### config.mk
export PLATFORM = sky130hd
export DESIGN_NAME = shared_inv_sbox_pipe
export DESIGN_NICKNAME = d
export VERILOG_FILES = /design/src/rtl/shared_inv_sbox_pipe.sv
export SDC_FILE = /design/constraint.sdc
export NUM_CORES = 2
export LEC_CHECK = 0
export CAP_MARGIN = 20
export CORE_AREA = 2 2 329 331
export DETAILED_ROUTE_END_ITERATION = 8
export DIE_AREA = 0 0 331 333
export HOLD_SLACK_MARGIN = 0.05
export PLACE_DENSITY = 0.74
export SLEW_MARGIN = 30
export SYNTH_ARGS = -nofsm -noshare
export SYNTH_HDL_FRONTEND = slang
export SYNTH_SLANG_ARGS = --single-unit
### constraint.sdc
create_clock -name clk -period 1.9 [get_ports clk]
set_input_delay 0.285 -clock clk [delete_from_list [all_inputs] [get_ports clk]]
set_output_delay 0.285 -clock clk [all_outputs]
set_load 0.05 [all_outputs]
### src/rtl/shared_inv_sbox_pipe.sv
// Two-share first-order threshold implementation of the uBlock inverse S-box, NIBBLES lanes per transfer.
// Optional output remask stage (latency 2) is built when INV_SBOX_REMASK_EN is defined.
module shared_inv_sbox_pipe #(
    parameter int NIBBLES = 32,
    parameter int GUARD_W = 10,
`ifdef INV_SBOX_REMASK_EN
    localparam int GPORT_W = GUARD_W*NIBBLES + 4*NIBBLES
`else
    localparam int GPORT_W = GUARD_W*NIBBLES
`endif
) (
    input  logic                   clk,
    input  logic                   rst_n,
    input  logic                   in_valid,
    output logic                   in_ready,
    input  logic [4*NIBBLES-1:0]   din_s0,
    input  logic [4*NIBBLES-1:0]   din_s1,
    input  logic                   rnd_valid,
    output logic                   rnd_ready,
    input  logic [GPORT_W-1:0]     guards,
    output logic                   out_valid,
    input  logic                   out_ready,
    output logic [4*NIBBLES-1:0]   dout_s0,
    output logic [4*NIBBLES-1:0]   dout_s1
);

    // Per-lane component layout: [7:0] y0, [11:8] y1, [15:12] y2, [23:16] y3.
    // Component index = share tuple {i,j,k} (or {i,j}); tuples with i=0 compress into share 0.
    localparam int CW = 24;

    // y0 = ab ^ c ^ d ^ ad ^ abd ^ cd
    function automatic logic [7:0] comps_y0(input logic [3:0] s0, input logic [3:0] s1);
        logic [7:0] r;
        logic [3:0] xi, xj, xk;
        r = '0;
        for (int t = 0; t < 8; t++) begin
            xi = t[2] ? s1 : s0;
            xj = t[1] ? s1 : s0;
            xk = t[0] ? s1 : s0;
            r[t] = xi[0] & xj[1] & xk[3];
            if (t[0] == 1'b0) r[t] = r[t] ^ (xi[0] & xj[1]) ^ (xi[0] & xj[3]) ^ (xi[2] & xj[3]);
            if (t[1:0] == 2'b00) r[t] = r[t] ^ xi[2] ^ xi[3];
        end
        return r;
    endfunction

    // y3 = 1 ^ c ^ ac ^ bc ^ d ^ cd ^ acd
    function automatic logic [7:0] comps_y3(input logic [3:0] s0, input logic [3:0] s1);
        logic [7:0] r;
        logic [3:0] xi, xj, xk;
        r = '0;
        for (int t = 0; t < 8; t++) begin
            xi = t[2] ? s1 : s0;
            xj = t[1] ? s1 : s0;
            xk = t[0] ? s1 : s0;
            r[t] = xi[0] & xj[2] & xk[3];
            if (t[0] == 1'b0) r[t] = r[t] ^ (xi[0] & xj[2]) ^ (xi[1] & xj[2]) ^ (xi[2] & xj[3]);
            if (t[1:0] == 2'b00) r[t] = r[t] ^ xi[2] ^ xi[3];
            if (t == 0) r[t] = ~r[t];
        end
        return r;
    endfunction

    // y1 = a ^ b ^ d ^ ad
    function automatic logic [3:0] comps_y1(input logic [3:0] s0, input logic [3:0] s1);
        logic [3:0] r;
        logic [3:0] xi, xj;
        r = '0;
        for (int t = 0; t < 4; t++) begin
            xi = t[1] ? s1 : s0;
            xj = t[0] ? s1 : s0;
            r[t] = xi[0] & xj[3];
            if (t[0] == 1'b0) r[t] = r[t] ^ xi[0] ^ xi[1] ^ xi[3];
        end
        return r;
    endfunction

    // y2 = 1 ^ a ^ ab ^ c
    function automatic logic [3:0] comps_y2(input logic [3:0] s0, input logic [3:0] s1);
        logic [3:0] r;
        logic [3:0] xi, xj;
        r = '0;
        for (int t = 0; t < 4; t++) begin
            xi = t[1] ? s1 : s0;
            xj = t[0] ? s1 : s0;
            r[t] = xi[0] & xj[1];
            if (t[0] == 1'b0) r[t] = r[t] ^ xi[0] ^ xi[2];
            if (t == 0) r[t] = ~r[t];
        end
        return r;
    endfunction

    // Ring of 8 differences over the sequence g0,g1,g2,g3,g1,g2,g3,g0: cancels in total,
    // while each share's half still receives g0^g1.
    function automatic logic [7:0] ring8(input logic [3:0] g);
        logic [7:0] x;
        x = {g[0], g[3], g[2], g[1], g[3], g[2], g[1], g[0]};
        return x ^ {x[0], x[7:1]};
    endfunction

    logic                          accept;
    logic                          v1_q, v1_d;
    logic [NIBBLES-1:0][CW-1:0]    comp_q, comp_d;
    logic [4*NIBBLES-1:0]          cmp_s0, cmp_s1;

    always_comb begin
        comp_d = comp_q;
        if (accept) begin
            for (int n = 0; n < NIBBLES; n++) begin
                comp_d[n][7:0]   = comps_y0(din_s0[4*n +: 4], din_s1[4*n +: 4])
                                   ^ ring8(guards[n*GUARD_W +: 4]);
                comp_d[n][11:8]  = comps_y1(din_s0[4*n +: 4], din_s1[4*n +: 4])
                                   ^ {1'b0, guards[n*GUARD_W + 4], guards[n*GUARD_W + 4], 1'b0};
                comp_d[n][15:12] = comps_y2(din_s0[4*n +: 4], din_s1[4*n +: 4])
                                   ^ {1'b0, guards[n*GUARD_W + 5], guards[n*GUARD_W + 5], 1'b0};
                comp_d[n][23:16] = comps_y3(din_s0[4*n +: 4], din_s1[4*n +: 4])
                                   ^ ring8(guards[n*GUARD_W + 6 +: 4]);
            end
        end
    end

    // Compression reads registered components only.
    always_comb begin
        cmp_s0 = '0;
        cmp_s1 = '0;
        for (int n = 0; n < NIBBLES; n++) begin
            cmp_s0[4*n + 0] = ^comp_q[n][3:0];
            cmp_s1[4*n + 0] = ^comp_q[n][7:4];
            cmp_s0[4*n + 1] = ^comp_q[n][9:8];
            cmp_s1[4*n + 1] = ^comp_q[n][11:10];
            cmp_s0[4*n + 2] = ^comp_q[n][13:12];
            cmp_s1[4*n + 2] = ^comp_q[n][15:14];
            cmp_s0[4*n + 3] = ^comp_q[n][19:16];
            cmp_s1[4*n + 3] = ^comp_q[n][23:20];
        end
    end

    assign accept    = in_valid & rnd_valid & in_ready;
    assign rnd_ready = accept;

    always_ff @(posedge clk or negedge rst_n) begin
        if (!rst_n) begin
            v1_q   <= 1'b0;
            comp_q <= '0;
        end else begin
            v1_q   <= v1_d;
            comp_q <= comp_d;
        end
    end

`ifdef INV_SBOX_REMASK_EN
    logic                 v2_q, v2_d, can_load;
    logic [4*NIBBLES-1:0] m_q, m_d, s2_s0_q, s2_s0_d, s2_s1_q, s2_s1_d;

    assign can_load = !v2_q | out_ready;
    assign in_ready = !v1_q | can_load;

    always_comb begin
        v1_d    = v1_q;
        m_d     = m_q;
        v2_d    = v2_q;
        s2_s0_d = s2_s0_q;
        s2_s1_d = s2_s1_q;
        if (accept) begin
            v1_d = 1'b1;
            m_d  = guards[GUARD_W*NIBBLES +: 4*NIBBLES];
        end else if (can_load) begin
            v1_d = 1'b0;
        end
        if (can_load) begin
            v2_d = v1_q;
            if (v1_q) begin
                s2_s0_d = cmp_s0 ^ m_q;
                s2_s1_d = cmp_s1 ^ m_q;
            end
        end
    end

    always_ff @(posedge clk or negedge rst_n) begin
        if (!rst_n) begin
            v2_q    <= 1'b0;
            m_q     <= '0;
            s2_s0_q <= '0;
            s2_s1_q <= '0;
        end else begin
            v2_q    <= v2_d;
            m_q     <= m_d;
            s2_s0_q <= s2_s0_d;
            s2_s1_q <= s2_s1_d;
        end
    end

    assign out_valid = v2_q;
    assign dout_s0   = s2_s0_q;
    assign dout_s1   = s2_s1_q;
`else
    assign in_ready = !v1_q | out_ready;

    always_comb begin
        v1_d = v1_q;
        if (accept)         v1_d = 1'b1;
        else if (out_ready) v1_d = 1'b0;
    end

    assign out_valid = v1_q;
    assign dout_s0   = cmp_s0;
    assign dout_s1   = cmp_s1;
`endif

endmodule

* Word level (Yosys, flattened, before mapping)
Index checks and enable logic that the tools add are counted.
Operators by class: reduce and logical (&&, ||, !) cells 258, bitwise logic cells 2755, mux-type cells 578
Operators by type and width (number):
- $xor A1 B1 Y1 | 1344
- $and A1 B1 Y1 | 1154
- $xor A8 B8 Y8 | 128
- $mux W1 | 578
- $reduce_xor A4 Y1 | 128
- $reduce_xor A2 Y1 | 128
- $xor A4 B3 Y4 | 64
- $not A1 Y1 | 64
- $reduce_bool A2 Y1 | 1
- $logic_not A1 Y1 | 1
- $or A1 B1 Y1 | 1
Word-level totals: register bits 769, bits of input ports 581, output and inout bits 259

* Depth between registers and ports, before layout
word-level depth 12, depth in mapped cells 8, gate-level depth less buffers 5

* Least setup slack after synthesis
Ideal clock, no wire load.
path type register to output, start reg v1_q (netlist: out_valid), end out rnd_ready, buffers on the path 3, cell stages (with the launch flop) 7, data arrival time 1.819 ns, slack -0.204 ns, path through dfrtp_1 -> nand2b_2 -> nand2_1 -> buf_6 -> inv_1 -> buf_2 -> buf_2
On the way: longest elaborated chain between the ends 3
Ends and longest elaborated chain:
- start, declared | line 102 | logic v1_q, v1_d;
- start signal, assigned | line 146 | v1_q <= v1_d;
- $logic_not A1 Y1 | line 197 | assign in_ready = !v1_q | out_ready;
- $or A1 B1 Y1 | line 197
- via in_ready | line 15 | output logic in_ready,
- $and A1 B1 Y1 | line 138 | assign accept = in_valid & rnd_valid & in_ready;
- end, declared | line 19 | output logic rnd_ready,
The timed path passes the listed nets, and every way through them passes these cells.

* Final worst setup path
start reg comp_q[620] in the netlist's numbering, end out dout_s1[103]
On the way: longest elaborated chain between the ends 1
Ends and longest elaborated chain:
- start, declared | line 103 | logic [NIBBLES-1:0][CW-1:0] comp_q, comp_d;
- start signal, assigned | line 147 | comp_q <= comp_d;
- $reduce_xor A4 Y1 | line 134 | cmp_s1[4*n + 3] = ^comp_q[n][23:20];
- end, declared | line 24 | output logic [4*NIBBLES-1:0] dout_s1
Every way passes these cells.

==> flow_summary.toml <==
[status]
status = "finished with violations"
failed_checks = "negative setup slack"

[worst_setup_path]
cp-start-kind = "flip-flop"
cp-end-kind = "primary output"
arrival_ns = 1.75
required_ns = 1.62
crit_fanout = 2
worstSetupPathType = "reg -> out"

[layout]
final_common_cell = "nand2_1"
layout-drive-gt1-share = 0.206
finalNetCount = 7393
final_cell_mix = "nand2_1 (837), dfrtp_1 (768), buf_4 (709)"
fin_cells = 8327
syn_to_final_growth_pct = 38.1
final_util = 0.671

[synth]
ys_types = 42
synth-edff-count = 0
synth_area_leaders = "dfrtp_1 (37%), xnor2_1 (15%), xor2_1 (13%), o21ai_0 (6.3%), nand2_1 (6.1%)"
synthCells = 5635
ys.warnings.count = 0
synthesis.nets = 6216
synth_ff_type = "dfrtp_1"
syn-mean-instance-area_sq_um = 9.20
synth_top_area_share = 0.371
synth-seq-cells = 769
synth.largest_area_cell = "dfrtp_1"
ys_seq_area_frac = 0.371
syn_area_sq_mm = 0.0518
synthArstFlopShare = 1.00

[floorplan]
num_rows = 120
ioPinCount = 840
fp.coreArea_sq_mm = 0.107
dieArea_sq_mm = 0.110
fp.dieH_um = 333
die_w_um = 331
start_util = 0.486

[place]
dp.final_hpwl_um = 119000
dp_worst_setup_slack_ns = -0.300
port_buffers = 839
place.gp.congestion = 0.923
placedCellCount = 8078

[sta]
fin_skew_ns = 0.0186
layout_min_cycle_time_ns = 2.04
setup_ws_ns = -0.139
fin_crit_sh = 1.07
finalSetupTns_ns = -6.31
finalSetupViolCount = 116
relSlewSlack = 0.665
tightestPinTransition_ns = 0.500
rsz0062_at_grt = "true"
fmax_ghz = 0.490
hold_violations = 0
slew_viol_final = 0

[cts]
h-tree-depth = 3
clkSinkCount = 769
cts-root-buf = "clkbuf_16"
clk_latency_ns = 0.66
cts-buffers-inserted = 88
cts_tree = "built"
clk_pin_slew_ns = 0.06
cts_buffer_depth = 3

[routing]
post-route-drc-count = 0
vias_per_cell = 5.20
ant_nets = 0
routed_wl_um = 154000
wl_per_cell_um = 18.5
via_count = 43300
drt-initial-drc-count = 2493
first_pass_iters = 7

[run]
maxCapViolations = 0

[grt]
overflow = 0
grt_max_degree = 89
grt_usage = 0.273
grt_pass1_vias = 44100
grt_pass1_wl_um = 239000
antenna_found_initial = 52

[power]
ir_drop_uv = 1220
power_uw = 84900
power.density_mw_per_mm2 = 1190
power.leakage_uw = 0.0322

[hold_path]
hp-class = "in -> async"
==> metrics by stage <==
stage / hold WS (ns) / instance area, sq um
6_report: 0.119 / 71600
5_1_grt: 0.111 / 71600
4_1_cts: 0.0698 / 70800
3_5_place_dp: 0.214 / 66200
3_3_place_gp: 0.215 / 66200
2_1_floorplan: -0.0106 / 51800
==> cell usage after synthesis, types with 70 or more instances <==
| cell | count |
|---|---|
| nand2_1 | 838 |
| clkbuf_1 | 108 |
| nor2b_1 | 119 |
| nor2_1 | 70 |
| o31ai_1 | 111 |
| nand3_1 | 198 |
| inv_1 | 95 |
| dfrtp_1 | 769 |
| xnor2_1 | 870 |
| buf_2 | 201 |
| xor2_1 | 740 |
| a21oi_1 | 85 |
| o21ai_0 | 655 |
==> final timing paths <==
check,start,end,slack [ns],cells past startpoint
max in group asynchronous,rst_n,comp_q[657],0.85,4
worst min-delay path,rst_n,comp_q[323],0.12,2
worst max-delay path,comp_q[620],dout_s1[103],-0.14,3
worst max register to register,out_valid,comp_q[524],0.07,7
worst min register to register,comp_q[633],comp_q[633],0.49,2
min in group clk,rnd_valid,out_valid,0.25,3
==> where the power goes <==
group          leakage [uW]  total, uW  internal [uW]  switching, uW
Clock               0.00144      17100           9860           7250
Sequential          0.00960      22300          19600           2760
Combinational        0.0211      45400          20600          24800
Total                0.0322      84900          50000          34900
==> logic make-up (layout without fill, tap and decap cells) <==
logic type / Yosys count / in the layout / synth area share
other: 0 / 38 / 0
flip-flops: 769 / 769 / 0.371
AO/OA/AOI/OAI: 1086 / 1086 / 0.123
XOR/XNOR: 1674 / 1674 / 0.300
AND/OR/NAND/NOR: 1556 / 1556 / 0.148
multiplexers: 56 / 56 / 0.0110
buffers and inverters: 494 / 1745 / 0.0471
==> timing repair <==
action,4_1_cts,5_1_grt
endpoints found under the setup margin,149,156
gates resized for setup,193,89
pin swaps,153,34
hold buffers,1,0
endpoints found under the hold margin,326,0
setup buffers,37,11
==> worst max-delay path, stage by stage (launching register included) <==
cell and delay, ns:
dfrtp_1 0.41, xnor2_2 0.18, xnor2_2 0.31, buf_12 0.18
==> cell type report <==
cell class	instances	area, sq um
antenna	38	95.1
clock buffer	125	2560
clock inverter	39	345
fill	8146	35000
inverter	95	369
multi-input combinational	4372	32200
sequential	769	19200
tap	1403	1760
timing repair buffer	1486	15000
==> registers in the layout, indices dropped and copies added (netlist names) <==
register / flops
comp_q: 768
out_valid: 1
==> layer usage <==
metal / wire [um] / part of all wire / global-route usage
met2: 75400 / 0.49 / 0.464
met4: 7390 / 0.048 / 0.134
met3: 11300 / 0.073 / 0.0675
met5: 210 / 0.0014 / 0
met1: 59500 / 0.39 / 0.321
No activity file was read; power rests on OpenSTA's default activity.
